File: src/rtl/fwd_hazard_unit.sv
// ID-stage forwarding/stall controller: tracks in-flight destination tags behind ID
// and resolves per-operand forwarding, load-use/late-result stalls and a multi-cycle EX op.
module fwd_hazard_unit #(
    parameter int AW       = 5,
    parameter int STAGES   = 3,
    parameter int LD_READY = 2,
    parameter int MD_LAT   = 4,
    parameter int FWD_W    = $clog2(STAGES + 1)
) (
    input  logic             CLK,
    input  logic             RST,
    input  logic             ID_VALID,
    input  logic [AW-1:0]    ID_RS,
    input  logic [AW-1:0]    ID_RT,
    input  logic             ID_USE_RS,
    input  logic             ID_USE_RT,
    input  logic [AW-1:0]    ID_DES,
    input  logic             ID_WREG,
    input  logic             ID_M2REG,
    input  logic             ID_MD,
    input  logic             FLUSH,
    output logic             STALL,
    output logic             BUBBLE,
    output logic [FWD_W-1:0] FWDA,
    output logic [FWD_W-1:0] FWDB,
    output logic             MD_BUSY
);

    localparam int CW = (MD_LAT > 1) ? $clog2(MD_LAT) : 1;

    typedef struct packed {
        logic          v;
        logic [AW-1:0] des;
        logic          ld;
        logic          md;
        logic          done;
    } tag_t;

    typedef enum logic {
        S_IDLE = 1'b0,
        S_BUSY = 1'b1
    } state_t;

    tag_t          tags [1:STAGES];
    state_t        state, state_next;
    logic [CW-1:0] cnt, cnt_next;
    logic [STAGES:1] rdy, hit_a, hit_b;
    logic          nr_a, nr_b;
    logic          iss, haz, md_busy, issue, start_md;
    tag_t          new_tag;

    always_comb begin
        for (int k = 1; k <= STAGES; k++) begin
            if (tags[k].md)
                rdy[k] = tags[k].done;
            else if (tags[k].ld)
                rdy[k] = (k >= LD_READY);
            else
                rdy[k] = 1'b1;
            hit_a[k] = ID_USE_RS && (ID_RS != '0) && tags[k].v && (tags[k].des == ID_RS);
            hit_b[k] = ID_USE_RT && (ID_RT != '0) && tags[k].v && (tags[k].des == ID_RT);
        end
    end

    // Scan oldest to youngest so the youngest producer (lowest k) has the final say.
    always_comb begin
        // NOTE: every output of a combinational block gets a default first so no path leaves it unassigned and infers a latch.
        FWDA = '0;
        FWDB = '0;
        nr_a = 1'b0;
        nr_b = 1'b0;
        for (int k = STAGES; k >= 1; k--) begin
            if (hit_a[k]) begin
                FWDA = rdy[k] ? FWD_W'(k) : '0;
                nr_a = ~rdy[k];
            end
            if (hit_b[k]) begin
                FWDB = rdy[k] ? FWD_W'(k) : '0;
                nr_b = ~rdy[k];
            end
        end
    end

    always_comb begin
        iss      = ID_VALID & ~FLUSH;
        haz      = iss & (nr_a | nr_b);
        md_busy  = (state == S_BUSY);
        issue    = iss & ~haz & ~md_busy;
        start_md = issue & ID_MD & (MD_LAT > 1);
        STALL    = haz | md_busy;
        BUBBLE   = haz & ~md_busy;
        MD_BUSY  = md_busy;

        new_tag = '0;
        if (issue) begin
            new_tag.v    = ID_WREG & (ID_DES != '0);
            new_tag.des  = ID_DES;
            new_tag.ld   = ID_M2REG;
            new_tag.md   = ID_MD;
            new_tag.done = (MD_LAT == 1);
        end
    end

    // Counter runs MD_LAT-1 busy cycles; the op spends its last EX cycle back in IDLE.
    always_comb begin
        state_next = state;
        cnt_next   = cnt;
        case (state)
            S_IDLE: begin
                if (start_md) begin
                    state_next = S_BUSY;
                    cnt_next   = CW'(MD_LAT - 1);
                end
            end
            S_BUSY: begin
                cnt_next = cnt - CW'(1);
                if (cnt == CW'(1))
                    state_next = S_IDLE;
            end
            default: state_next = S_IDLE;
        endcase
    end

    always_ff @(posedge CLK or posedge RST) begin
        if (RST) begin
            state <= S_IDLE;
            cnt   <= '0;
        end else begin
            // NOTE: sequential state uses non-blocking assignment so every register samples pre-edge values.
            state <= state_next;
            cnt   <= cnt_next;
        end
    end

    always_ff @(posedge CLK or posedge RST) begin
        if (RST) begin
            // NOTE: the tag array is reset, unlike a data memory, because stale valid bits would forward garbage.
            for (int k = 1; k <= STAGES; k++)
                tags[k] <= '0;
        end else begin
            for (int k = STAGES; k >= 3; k--)
                tags[k] <= tags[k-1];
            if (md_busy) begin
                tags[2] <= '0;
                if (cnt == CW'(1))
                    tags[1].done <= 1'b1;
            end else begin
                tags[2] <= tags[1];
                tags[1] <= new_tag;
            end
        end
    end

endmodule

File: config.mk
export PLATFORM = sky130hd
export DESIGN_NAME = fwd_hazard_unit
export DESIGN_NICKNAME = d
export VERILOG_FILES = /design/src/rtl/fwd_hazard_unit.sv
export SDC_FILE = /design/constraint.sdc
export NUM_CORES = 1
export LEC_CHECK = 0
export ABC_AREA = 1
export CORE_ASPECT_RATIO = 0.5
export CORE_MARGIN = 5
export CORE_UTILIZATION = 52
export CTS_CLUSTER_DIAMETER = 200
export CTS_CLUSTER_SIZE = 20
export DETAILED_ROUTE_END_ITERATION = 8
export MAX_ROUTING_LAYER = met4
export PLACE_DENSITY_LB_ADDON = 0.15
export RECOVER_POWER = 100
export SYNTH_ARGS = -nofsm -noshare
export SYNTH_HDL_FRONTEND = slang
export SYNTH_SLANG_ARGS = --single-unit
File: constraint.sdc
create_clock -name CLK -period 1.6 [get_ports CLK]
set_input_delay 0.16 -clock CLK [delete_from_list [all_inputs] [get_ports CLK]]
set_output_delay 0.16 -clock CLK [all_outputs]
set_load 0.005 [all_outputs]
# [Yosys cells after proc, flatten, opt, wreduce, memory -nomap -nowiden]
# Cells that the tools add are included.
[op_classes] addsub=1 mul=0 div_mod_pow=0 magnitude_cmp=0 eq_ne=9 shifts=0 n_mux=27 bitwise=15 reduce_logical=17
[ops] op="== test 5 bit" n=6
[ops] op="two-way mux 2 bit" n=9
[ops] op="nonzero test 5 bit" n=3
[ops] op="logical AND 1 bit" n=14
[ops] op="two-way mux 1 bit" n=14
[ops] op="two-way mux 10 bit" n=1
[ops] op="two-way mux 9 bit" n=1
[ops] op="AND 1 bit" n=7
[ops] op="inverter 1 bit" n=6
[ops] op="one-hot mux 2 bit (2 select lines)" n=1
[ops] op="== test 2 x 1 -> 1 bit, second input constant" n=1
[ops] op="!= test 2 x 1 -> 1 bit, second input constant" n=1
[ops] op="!= test 2 bit, second input constant" n=1
[ops] op="OR 1 bit" n=2
[ops] op="one-hot mux 1 bit (2 select lines)" n=1
[ops] op="subtractor 2 x 1 -> 2 bit, second input constant" n=1
[word_totals] register_bits=28 latch_bits=0 ramBits=0 mem_bits_ro=0 input_bits=24 out_inout_bits=7 wordCells=84 mem_count=0

# [Depth between registers and ports, before layout]
# Gate-level depths: netlist of the first run.
[logic_depth] word_depth=15 mapped_depth=15 depth_no_buf=15

# [Worst setup path before layout of the first run]
# Ideal clock, no wire load.
[synth_timing] kind="register to output" startpoint="register tags[21] (netlist bit)" endpoint="output port BUBBLE" arrival_ps=1310 required_time_ps=1440 setup_slack_ps=130 path_stages_with_launch=14 path_buffers=0 cell_sequence="dfrtp_1 inv_1 nor2_1 nor2_1 nand2_1 nor2_2 nand2_1 nand2_1 nand2_1 nand2_1 nand2_2 nand2_2 inv_4 nor3_2"
[synth_via] elab_chain_cells=6 elab_cells_between_ends=9 cone_classes="eq/ne: 2; mux: 2; bitwise: 3; reduce/logical: 2"
[synth_lines] item="start, declared" line="44" source="tag_t tags [1:STAGES];"
[synth_lines] item="start signal, assigned by index" line="142" source="tags[k] <= tags[k-1];"
[synth_lines] item="== test 5 bit (on tied branches)" line="60, 61"
[synth_lines] item="logical AND 1 bit (on tied branches)" line="60, 61"
[synth_lines] item="two-way mux 1 bit (on tied branches)" line="73, 77"
[synth_lines] item="OR 1 bit *" line="86" source="haz = iss & (nr_a | nr_b);"
[synth_lines] item="AND 1 bit *" line="86"
[synth_lines] item="AND 1 bit *" line="91" source="BUBBLE = haz & ~md_busy;"
[synth_lines] item="end, declared" line="23" source="output logic BUBBLE,"
# Every way passes the cells marked *; elsewhere a longest branch is shown, timed or not.

# [Worst setup path in the final report of the first run]
[layout_timing] startpoint="register tags[15] (netlist bit)" endpoint="output port BUBBLE"
[layout_via] elab_chain_cells=7 elab_cells_between_ends=11 cone_classes="eq/ne: 2; mux: 4; bitwise: 3; reduce/logical: 2"
[layout_lines] item="== test 5 bit (on tied branches)" line="60, 61"
[layout_lines] item="logical AND 1 bit (on tied branches)" line="60, 61"
[layout_lines] item="two-way mux 1 bit (on tied branches) (2 in series)" line="73, 77"
[layout_lines] item="OR 1 bit *" line="86"
[layout_lines] item="AND 1 bit *" line="86"
[layout_lines] item="AND 1 bit *" line="91"
# Marked as above.

==> metrics.yaml, run 1 <==
status: "complete, but fails checks"
violations: "setup timing"
n_antenna_cell: 0
fmaxAchievable_mhz: 481
wl_per_cell_um: 15.2
clockBufferDepth: 2
yosys_warnings: 0
p_per_area_nw_per_um2: 1010
maxCapViolCount: 0
tns_ps: -5350
cts_hold_buf: 0
grt_pass1_wl_mm: 8.14
die_area_um2: 4630
cts_tree: "yes"
setup_violations: 17
regArea_um2: 702
period_minus_slack_ps: 2080
final_common_cell: "nand2_1"
worstPathRequired_ps: 1440
path_max_fanout: 3
hold_viol_final: 0
cp-end-kind: "primary output"
syn2layout_area_growth_pct: 51.2
rr_worst_depth: 16
clk_pin_slew_worst_paths_ps: 100
grtUsageMet2: 0.361
p_leak_uw: 0.00133
clock_skew_ps: 4.02
syn_area_per_cell_um2: 7.00
max_slew_margin: 0.516
final_cell_mix: "nand2_1 (67), buf_4 (32), dfrtp_1 (27)"
synth_edf_count: 0
vdd_drop_max_v: 0.000842
route.vias.total: 1896
initialDrtViolationCount: 122
slowest_stage: "dfrtp_1"
ant_nets: 0
worst_pin_slew_ps: 726
synth-main-ff-cell: "dfrtp_1"
die_width_um: 91.4
first_pass_iters: 5
grt_pass1_vias: 1704
min_period_over_period: 1.30
crit_buf_inv: 3
die_h_um: 50.7
critical-path-top-delay-family: "simple AND/OR/NAND/NOR gates"
hold_path_class: "register to register"
path_cells: "inv_2, nor2_1, nor3_2, nand3_2, nand2_2, nand2_2, nand2_2, nand2_2, nand2_2, inv_4, nor3_2, buf_2"
wl_mm: 5.46
placedCellCount: 340
criticalPathCategory: "register to primary output"
root_buffer: "clkbuf_8"
instances_no_fill: 360
io_pins: 31
synthArstFlopShare: 1.00
drv_slew: 0
rsz0062_at_grt: "yes"
r2r_end: "cnt[0]"
crit_path_frequent_cell: "nand2_2"
nets: 346
start_util: 0.558
cts_buffers: 3
ys_types: 30
drc: 0
grt_use_met1: 0.313
grt_start_max_net_pins: 29
r2r_start: "tags[15]"
cts_sinks: 28
h-tree-depth: 1
grt_util_met3: 0.0522
place_congestion: 0.924
yosysSeqAreaShare: 0.407
grt_overflow: 0
nFillCells: 195
io_buffers: 30
fp-row-count: 14
ys_ff_latch: 28
r2r_slack_ps: -460
hold_path_depth: 0
grt-busiest-layer: "met2"
syn_inst: 246
vias_per_cell: 5.27
worst_ep_arrival_time_ps: 1920
max_stage_delay_ps: 430
multiInputGateArea_um2: 1010
min_to: "tags[1]"
syn-num-nets: 271
antenna_found_initial: 0
clock_latency_ps: 280
track_usage: 0.231
dp_hpwl_mm: 3.66
synth_area_um2: 1720
crit_path_start_kind: "register"
layout-drive-gt1-share: 0.366
core_um2: 3080
hp-start: "tags[10]"
setup_slack_ps: -480
routing by layer:
metal | part of all wire | vias to the layer above
li1 | - | 916
met3 | 0.078 | 10
met1 | 0.44 | 883
met5 | 0 | -
met2 | 0.47 | 87
met4 | 0.010 | 0
synthesized netlist by cell type, types with 2 or more instances:
cell type	instances	area share
nand2_1	80	0.17
inv_1	31	0.068
nor2_1	31	0.068
dfrtp_1	28	0.41
nand3_1	17	0.049
inv_2	9	0.020
o21ai_0	8	0.023
o21ai_1	5	0.015
nand2_2	4	0.015
nor3_2	4	0.023
xnor2_1	4	0.020
nand4_1	3	0.011
o22ai_2	3	0.022
a21oi_1	2	0.0058
a22oi_1	2	0.0087
layout make-up:
| type | instances | area share |
|---|---|---|
| Clock inverter | 1 | 0.0115 |
| Tap cell | 40 | 0.0192 |
| Clock buffer | 3 | 0.0159 |
| Sequential cell | 28 | 0.270 |
| Multi-Input combinational cell | 175 | 0.388 |
| Inverter | 41 | 0.0601 |
| Timing Repair Buffer | 72 | 0.235 |
sequential cells by signal, indices dropped and copies added (netlist names):
signal and cells:
cnt 2, MD_BUSY 1, tags 25
metrics by stage:
step | setup slack, ps | hold slack [ps] | instance area [um^2] | util | total power, uW
CTS | -435 | 281 | 2440 | 0.792 | 2480
detailed placement | -858 | 358 | 2260 | 0.733 | 1870
finish | -480 | 385 | 2600 | 0.844 | 2640
floorplan | 130 | 225 | 1720 | - | 1480
global placement | -798 | 357 | 2260 | 0.733 | 1850
global route | -619 | 392 | 2600 | 0.844 | 2810
worst max path at each step:
| stage | end | start | cells past startpoint | slack (ps) |
|---|---|---|---|---|
| floorplan | BUBBLE | tags[21] | 13 | 130 |
| global placement | BUBBLE | ID_RS[4] | 14 | -800 |
| detailed placement | BUBBLE | ID_RS[0] | 14 | -860 |
| CTS | STALL | tags[22] | 15 | -430 |
| global route | BUBBLE | tags[21] | 14 | -620 |
| finish | BUBBLE | tags[15] | 12 | -480 |
kinds of logic (layout without fill, tap and decap cells):
logic type               count (synthesis)  count (layout)  share of synthesized area
adder cells (fa/ha/maj)                  1               1                    0.00727
flip-flops                              28              28                      0.407
XOR/XNOR                                 5               5                     0.0254
AO/OA/AOI/OAI                           23              23                     0.0887
buffers and inverters                   43             117                     0.0959
AND/OR/NAND/NOR                        146             146                      0.376
report_power, final:
group / switching (uW) / internal, uW / leakage (uW) / total (uW)
clock network: 239 / 335 / 0.0000357 / 575
registers: 137 / 866 / 0.000374 / 1000
logic: 590 / 473 / 0.000917 / 1060
repair_timing:
action | in CTS | in global routing
setup buffers | 10 | 14
resized for setup | 56 | 37
setup endpoints to repair | 17 | 17
pin swaps | 10 | 24
No activity file was read; power rests on OpenSTA's default activity.
==> run 2, diff against run 1 <==
--- a/config.mk
+++ b/config.mk
@@ -8,9 +8,9 @@
 export ABC_AREA = 1
 export CORE_ASPECT_RATIO = 0.5
 export CORE_MARGIN = 5
-export CORE_UTILIZATION = 52
+export CORE_UTILIZATION = 56
 export CTS_CLUSTER_DIAMETER = 200
-export CTS_CLUSTER_SIZE = 20
+export CTS_CLUSTER_SIZE = 40
 export DETAILED_ROUTE_END_ITERATION = 8
 export MAX_ROUTING_LAYER = met4
 export PLACE_DENSITY_LB_ADDON = 0.15
==> constraint.sdc (replaced) <==
create_clock -name CLK -period 2.49 [get_ports CLK]
set_input_delay 0.249 -clock CLK [delete_from_list [all_inputs] [get_ports CLK]]
set_output_delay 0.249 -clock CLK [all_outputs]
set_load 0.005 [all_outputs]
==> metrics.yaml, run 2 (synthesis results as in run 1) <==
p_per_area_nw_per_um2: 671
fp-row-count: 14
cp-end-kind: "primary output"
final_cell_mix: "nand2_1 (81), inv_1 (31), dfrtp_1 (28)"
vias_per_cell: 5.19
status: "complete, but fails checks"
rsz0062_at_grt: "no"
criticalPathCategory: "input pin to primary output"
worstPathRequired_ps: 2240
wl_mm: 4.74
period_minus_slack_ps: 2320
switchingPower_uw: 531
grt_overflow: 0
dp_hpwl_mm: 3.71
die_area_um2: 4350
die_width_um: 88.4
grt_start_max_net_pins: 29
largest_register_ffs: 25
whs_ps: 383
placedCellCount: 330
min_period_over_period: 0.932
layout-drive-gt1-share: 0.159
pre_cts_slack_ps: -141
p_sw_frac: 0.354
place_congestion: 0.942
root_buffer: "clkbuf_8"
die_h_um: 49.2
max_slew_margin: -0.0112
clk_pin_slew_worst_paths_ps: 90
grt_pass1_vias: 1757
core_um2: 2980
seq_power_share: 0.441
io_buffers: 30
hold_viol_final: 0
antenna_found_initial: 0
grt_pass1_wl_mm: 8.08
instances_no_fill: 335
fmaxAchievable_mhz: 431
cts_sinks: 28
n_antenna_cell: 0
comb_power_share: 0.319
nets: 321
ant_nets: 0
first_pass_iters: 5
largest-register: "tags"
vdd_drop_max_v: 0.000503
drc: 0
violations: "capacitance limit, slew limit"
wl_per_cell_um: 14.2
p_leak_uw: 0.00115
cellInternalPower_uw: 968
clock_skew_ps: 5.94
syn2layout_area_growth_pct: 29.9
worst_ep_arrival_time_ps: 2070
cts_buffers: 3
setup_violations: 0
cts_hold_buf: 0
path_max_fanout: 4
maxCapViolCount: 1
route.vias.total: 1738
io_pins: 31
crit_path_start_kind: "input pin"
track_usage: 0.248
setup_slack_ps: 169
hold_path_class: "register to register"
p_clk_frac: 0.240
worst_pin_slew_ps: 1520
drv_slew: 29
start_util: 0.578
cts_tree: "yes"
clock_latency_ps: 280
final_common_cell: "nand2_1"
clockBufferDepth: 2
initialDrtViolationCount: 95
h-tree-depth: 1
## run 2: path summary, 6_finish.rpt
path	start	to	slack, ps	cells past startpoint
max reg2reg	tags[4]	tags[22]	550	13
max in group asynchronous	RST	tags[1]	700	3
min	tags[10]	tags[1]	380	0
min reg2reg	tags[10]	tags[1]	380	0
max	ID_RS[1]	FWDA[0]	170	9
min in group asynchronous	RST	tags[21]	920	3
## run 2: worst max-delay path, cell delays in order
cell and delay [ps]:
clkdlybuf4s50_1 540, inv_2 80, nand2_1 60, o21ai_0 70, nand3b_1 190, nor2_2 170
nand2_1 90, o21ai_1 120, clkdlybuf4s50_1 510
## run 2: per-stage QoR
stage               utilization  TNS (ps)  total power (uW)  instance area [um^2]
finish                    0.751         0              1500                  2240
global route              0.751         0              1620                  2240
CTS                       0.754         0              1520                  2250
detailed placement        0.733      -263              1160                  2180
global placement          0.733      -194              1140                  2180
floorplan                     -         0               952                  1720
## run 2: power groups by stage
stage	logic [uW]	registers [uW]	clock network, uW
finish	478	662	359
detailed placement	485	670	0
global route	550	680	391
floorplan	330	623	0
global placement	471	665	0
CTS	487	661	367
## run 2: area by class of cell
cell class              count  area, um^2
inverters                  41         156
repair buffers             47         405
multi-input cells         175         852
clock buffers               3        41.3
flip-flops and latches     28         701
clock inverters             1        30.0
well taps                  40        50.0
fillers                   242         742
## run 2: timing repair
| item | CTS | global route |
|---|---|---|
| endpoints found under the setup margin | 2 | 6 |
| setup buffers | 0 | 1 |
| pin swaps | 4 | 0 |
| resized for setup | 10 | 8 |
## run 2: layer usage
metal	global-route usage	wire length (um)	vias up
met5	-	0	-
met4	0.0503	30	0
met3	0.0607	381	4
met2	0.388	2190	67
met1	0.330	2140	796
li1	-	-	871
==> edit 1 (config.mk and constraints of run 2) <==
Reset style: synchronous (`RST`), changed in 2 clocked blocks.
--- a/src/rtl/fwd_hazard_unit.sv
+++ b/src/rtl/fwd_hazard_unit.sv
@@ -121,7 +121,7 @@
         endcase
     end
 
-    always_ff @(posedge CLK or posedge RST) begin
+    always_ff @(posedge CLK) begin
         if (RST) begin
             state <= S_IDLE;
             cnt   <= '0;
@@ -132,7 +132,7 @@
         end
     end
 
-    always_ff @(posedge CLK or posedge RST) begin
+    always_ff @(posedge CLK) begin
         if (RST) begin
             // NOTE: the tag array is reset, unlike a data memory, because stale valid bits would forward garbage.
             for (int k = 1; k <= STAGES; k++)
Function: differs if RST is asserted again (counterexample within 4 cycles, from zero or initial values and one cycle with RST high); with RST held inactive, the same outputs for 10 cycles.
==> edit 1 against run 2 <==
Core utilization rose by 4.6 points. Routed wire length grew 11%. Area after synthesis grew 1.8%. Clock skew grew 0.0017 ns. Count of clock-buffer cells in the layout did not move. Sequential cell count did not move. Setup slack worse by 0.055 ns. Cell area is 6.8% higher. Critical endpoint is now FWDB[0]. Largest cell class unchanged. Highest routed layer unchanged.
Power is not compared: it rests on default switching activity, and its combinational part moved more than twofold at a synthesized area within 25%.
==> edit 1: results (changes against run 2) <==
[placed_design]
placed_cell_area_um2 = 2260  ; was 2180 um2
routability_driven_placement_congestion_ratio = 0.981  ; was 0.942
hpwl_mm = 4.16  ; was 3.71 mm
placement.setup.worst_slack_ns = -0.222  ; was -0.141 ns
numPortBuffers = 30  ; unchanged

[cells_and_area]
insertedDiodeCount = 0  ; unchanged
layout.filler_cells = 214  ; was 242
largest-register = tags  ; unchanged
fin_nets = 353  ; was 321
largest_register_ff_count = 25  ; unchanged
final_layout_size_suffix_gt1_share_pct = 14.1  ; was 15.9%

[logic_synthesis]
synth.area.top_cells = sky130_fd_sc_hd__edfxtp_1, sky130_fd_sc_hd__nand2_1, sky130_fd_sc_hd__dfxtp_1  ; was sky130_fd_sc_hd__dfrtp_1, sky130_fd_sc_hd__nand2_1, sky130_fd_sc_hd__inv_1
number_of_synthesized_flops_with_an_enable_pin = 17  ; was 0
synth-warning-count = 0  ; unchanged
share_of_the_yosys_chip_area_belonging_to_registers_pct = 41.7  ; was 40.7%
ranking_of_synthesized_cells_by_instance_count = sky130_fd_sc_hd__nand2_1, sky130_fd_sc_hd__inv_1, sky130_fd_sc_hd__nor2_1, sky130_fd_sc_hd__edfxtp_1  ; was sky130_fd_sc_hd__nand2_1, sky130_fd_sc_hd__inv_1, sky130_fd_sc_hd__nor2_1, sky130_fd_sc_hd__dfrtp_1, sky130_fd_sc_hd__nand3_1
synth_largest_type_area_fraction_pct = 29.1  ; was 40.7%
ys_async_rst_share_pct = 0  ; was 100%
synthDistinctLibCells = 24  ; was 30

[worst_setup_path]
worst-endpoint-arrival_ns = 2.13  ; was 2.07 ns
critical_path.max_fanout = 3  ; was 4

[global_route]
pin_count_of_the_biggest_net_entering_global_routing = 17  ; was 29
first_global_vias = 1836  ; was 1757
grt_antenna_before_repair = 0  ; unchanged
grt_pass1_wl_mm = 8.56  ; was 8.08 mm
globalRouteTotalUtil_pct = 25.7  ; was 24.8%

[cts]
cts_htree_levels = 1  ; unchanged
clkSlewWorstSetupHoldPaths_ns = 0.10
root_buffer = sky130_fd_sc_hd__clkbuf_8  ; unchanged
clock_tree.buffer_depth = 2  ; unchanged
clkLatencyLatePin_ns = 0.28  ; about the same

[drt]
wire_length_after_detailed_routing_mm = 5.27  ; was 4.74 mm
first_pass_iters = 5  ; unchanged
drtIter0Drc = 228  ; was 95
vias = 1949  ; was 1738

[flow_run]
max-cap-violations = 0  ; was 1

[pwr]
total_leakage_power_nw = 1.21
worst_ir_drop_vdd_uv = 282

[sta]
finalClockSkew_ns = 0.00769  ; was 0.00594 ns
tightestPinTransition_ns = 0.702  ; was 1.52 ns

[hold_path]
min-delay-path-class = reg2reg  ; unchanged

[run_status]
status = finished clean  ; was finished, violations left

## edit 1: cell count changes in the layout (fill, tap and decap cells not counted), sizes merged, moves of 4 or more
cell and change:
dfrtp -28, edfxtp +17, nor2 +14, dfxtp +11
inv +11, conb +8, nand4 +7, a21oi +6
nand3 -6, buf +4, dlymetal6s2s +4, xnor2 -4
## edit 1: worst paths after layout
kind,cells past startpoint,startpoint,endpoint,slack [ns]
max,7,tags[0][12],FWDB[0],0.11
min,2,tags[0][19],tags[0][28],0.54
max reg2reg,11,tags[0][32],tags[0][15],0.39
min reg2reg,2,tags[0][19],tags[0][28],0.54
## edit 1: final cells by class
type / count / area, um2 / share of cell area [%]
multi-input combinational: 191 / 876 / 36.7
clock inverter: 1 / 30.0 / 1.26
tap: 40 / 50.0 / 2.10
inverter: 52 / 195 / 8.18
clock buffer: 3 / 41.3 / 1.73
sequential: 28 / 733 / 30.7
timing repair buffer: 52 / 462 / 19.3
## edit 1: worst max-delay path: stages, from the launching register on
cell and delay, ns:
sky130_fd_sc_hd__edfxtp_1 0.48, sky130_fd_sc_hd__inv_1 0.13, sky130_fd_sc_hd__nand2_1 0.10, sky130_fd_sc_hd__a21oi_1 0.17, sky130_fd_sc_hd__nand3_2 0.13, sky130_fd_sc_hd__buf_4 0.16, sky130_fd_sc_hd__o21ai_0 0.14, sky130_fd_sc_hd__clkdlybuf4s50_1 0.52
## edit 1: cell families after synthesis
family | Yosys count | synth area share [%]
compound gates | 20 | 6.07
xor+xnor | 2 | 0.999
fa+ha+maj | 1 | 0.714
buf+inv | 53 | 11.3
flops | 28 | 41.7
other cells | 1 | 0.214
simple gates | 160 | 39.0
## edit 1: metal layers
| metal | wire length [um] | vias up | GRT usage (%) |
|---|---|---|---|
| met5 | 0 | - | - |
| met4 | 89 | 0 | 1.73 |
| met3 | 575 | 14 | 5.99 |
| met2 | 2340 | 136 | 40.5 |
| met1 | 2260 | 856 | 35.4 |
| li1 | - | 943 | - |
## edit 1: timing repair
item                                    4_1_cts  5_1_grt
setup buffers                                 0        4
endpoints found under the setup margin        6        6
gates resized for setup                      13       21
hold endpoints to repair                      0        0
cloned                                        0        0
pin swaps                                     1        7
## edit 1: where the power goes
group	total, W	switching, W	leakage, nW	internal (W)
clock network	0.000371	0.000156	0.0357	0.000216
logic	0.000205	0.000120	0.893	0.0000845
registers	0.000536	0.0000194	0.282	0.000516
total	0.00111	0.000295	1.21	0.000816
## edit 1: metrics by stage
step,std cells,total power [W]
finish,367,0.00111
global route,367,0.00116
CTS,363,0.00110
detailed placement,359,0.000740
global placement,359,0.000735
floorplan,272,0.000639
==> edit 2 (flow settings as in run 2) <==
Made on the original files. `STAGES`: 3 -> 6.
--- a/src/rtl/fwd_hazard_unit.sv
+++ b/src/rtl/fwd_hazard_unit.sv
@@ -2,7 +2,7 @@
 // and resolves per-operand forwarding, load-use/late-result stalls and a multi-cycle EX op.
 module fwd_hazard_unit #(
     parameter int AW       = 5,
-    parameter int STAGES   = 3,
+    parameter int STAGES   = 6,
     parameter int LD_READY = 2,
     parameter int MD_LAT   = 4,
     parameter int FWD_W    = $clog2(STAGES + 1)
Interface: changed (resized FWDA and FWDB); port bits go from 31 to 33. The function was not compared with the original's and may differ.
==> edit 2 against run 2 <==
The run ends with negative setup slack left. Setup slack worse by 0.24 ns. Final cell count is 57% higher. Hold slack got worse by 0.068 ns. Global-route usage grew 1.3 points. Sequential cell count increased by 24. Cell area increased by 72%. Total power grew 56%. Routed wire length rose by 72%. Register-to-register slack worse by 0.23 ns. Area after synthesis increased by 70%. Core utilization increased by 2.2 points. Critical path type is now reg2out. Largest cell class unchanged. Highest routed layer unchanged.
==> edit 2: results (changes against run 2) <==
[logic_synthesis]
ranking_of_synthesized_cells_by_instance_count = sky130_fd_sc_hd__nand2_1, sky130_fd_sc_hd__dfrtp_1, sky130_fd_sc_hd__inv_1, sky130_fd_sc_hd__nor2_1  ; was sky130_fd_sc_hd__nand2_1, sky130_fd_sc_hd__inv_1, sky130_fd_sc_hd__nor2_1, sky130_fd_sc_hd__dfrtp_1, sky130_fd_sc_hd__nand3_1
synth_compound_area_share_pct = 8.57  ; was 8.87%
synthesized_area_fraction_occupied_by_xor_and_xnor_cells_pct = 7.50  ; was 2.54%
synthDistinctLibCells = 35  ; was 30
avgSynthCellArea_um2 = 7.89  ; was 7.00 um2
synth.area.top_cells = sky130_fd_sc_hd__dfrtp_1, sky130_fd_sc_hd__nand2_1, sky130_fd_sc_hd__inv_1  ; unchanged

[pwr]
sw_frac_of_total_pct = 35.5  ; was 35.4%
powerClk_w = 0.000458  ; was 0.000359 W
worst_ir_drop_vdd_uv = 435  ; was 503 uV
netSwitchingPower_w = 0.000830  ; was 0.000531 W

[sta]
setup_viol_count_final = 2  ; was 0
post-route-worst-setup-slack_ns = -0.0699  ; was 0.169 ns
finalClockSkew_ns = 0.00656  ; was 0.00594 ns

[run_status]
status = finished, violations left  ; unchanged
violations_in_the_final_reports = negative setup slack  ; was max-capacitance violations, max-slew violations

[cells_and_area]
final_cell_count_no_fill = 527  ; was 335
layout.filler_cells = 363  ; was 242
largest_register_ff_count = 49  ; was 25
final_layout_size_suffix_gt1_share_pct = 28.4  ; was 15.9%
fin_nets = 482  ; was 321

[global_route]
pin_count_of_the_biggest_net_entering_global_routing = 27  ; was 29
grt_pass1_wl_mm = 13.4  ; was 8.08 mm

[placed_design]
routability_driven_placement_congestion_ratio = 0.950  ; was 0.942
numPortBuffers = 32  ; was 30

[worst_setup_path]
timing.rr.end = tags[49]  ; was tags[22]
timing.critical_path.from = tags[42]  ; was ID_RS[1]
timing.critical_path.slowest_cell_delay_ns = 0.43  ; was 0.54 ns
worst-endpoint-arrival_ns = 2.31  ; was 2.07 ns
endpoint = STALL  ; was FWDA[0]

[drt]
first_pass_iters = 4  ; was 5
vias = 2790  ; was 1738
wire_length_after_detailed_routing_mm = 8.14  ; was 4.74 mm

[cts]
cts.repair_timing.setup_buffer_count = 6  ; was 0
clkLatencyLatePin_ns = 0.31  ; was 0.28 ns
tritoncts.num_buffers = 5  ; was 3
cts_htree_levels = 2  ; was 1

[hold_path]
min-delay-path-class = in2async  ; was reg2reg

==> edit 2: metal layers <==
layer | up-vias | GRT usage, % | wire length (um)
li1 | 1339 | - | -
met1 | 1327 | 34.4 | 3620
met2 | 109 | 42.6 | 3850
met3 | 15 | 5.30 | 584
met4 | 0 | 6.68 | 88
met5 | - | - | 0
==> edit 2: area by class of cell <==
cell class                 instances  share of cell area [%]
timing repair buffer              89                    19.1
multi-input combinational        249                    36.7
clock buffer                       6                    1.89
tap                               70                    2.28
clock inverter                     1                   0.130
sequential                        52                    33.9
inverter                          60                    5.92
==> edit 2: through the flow <==
| step | area [um2] | setup WS, ns | utilization (%) |
|---|---|---|---|
| global placement | 3630 | -0.560 | 72.9 |
| global route | 3840 | -0.155 | 77.2 |
| detailed placement | 3630 | -0.583 | 72.9 |
| floorplan | 2920 | 0.685 | - |
| CTS | 3790 | 0.0163 | 76.1 |
| finish | 3840 | -0.0699 | 77.2 |
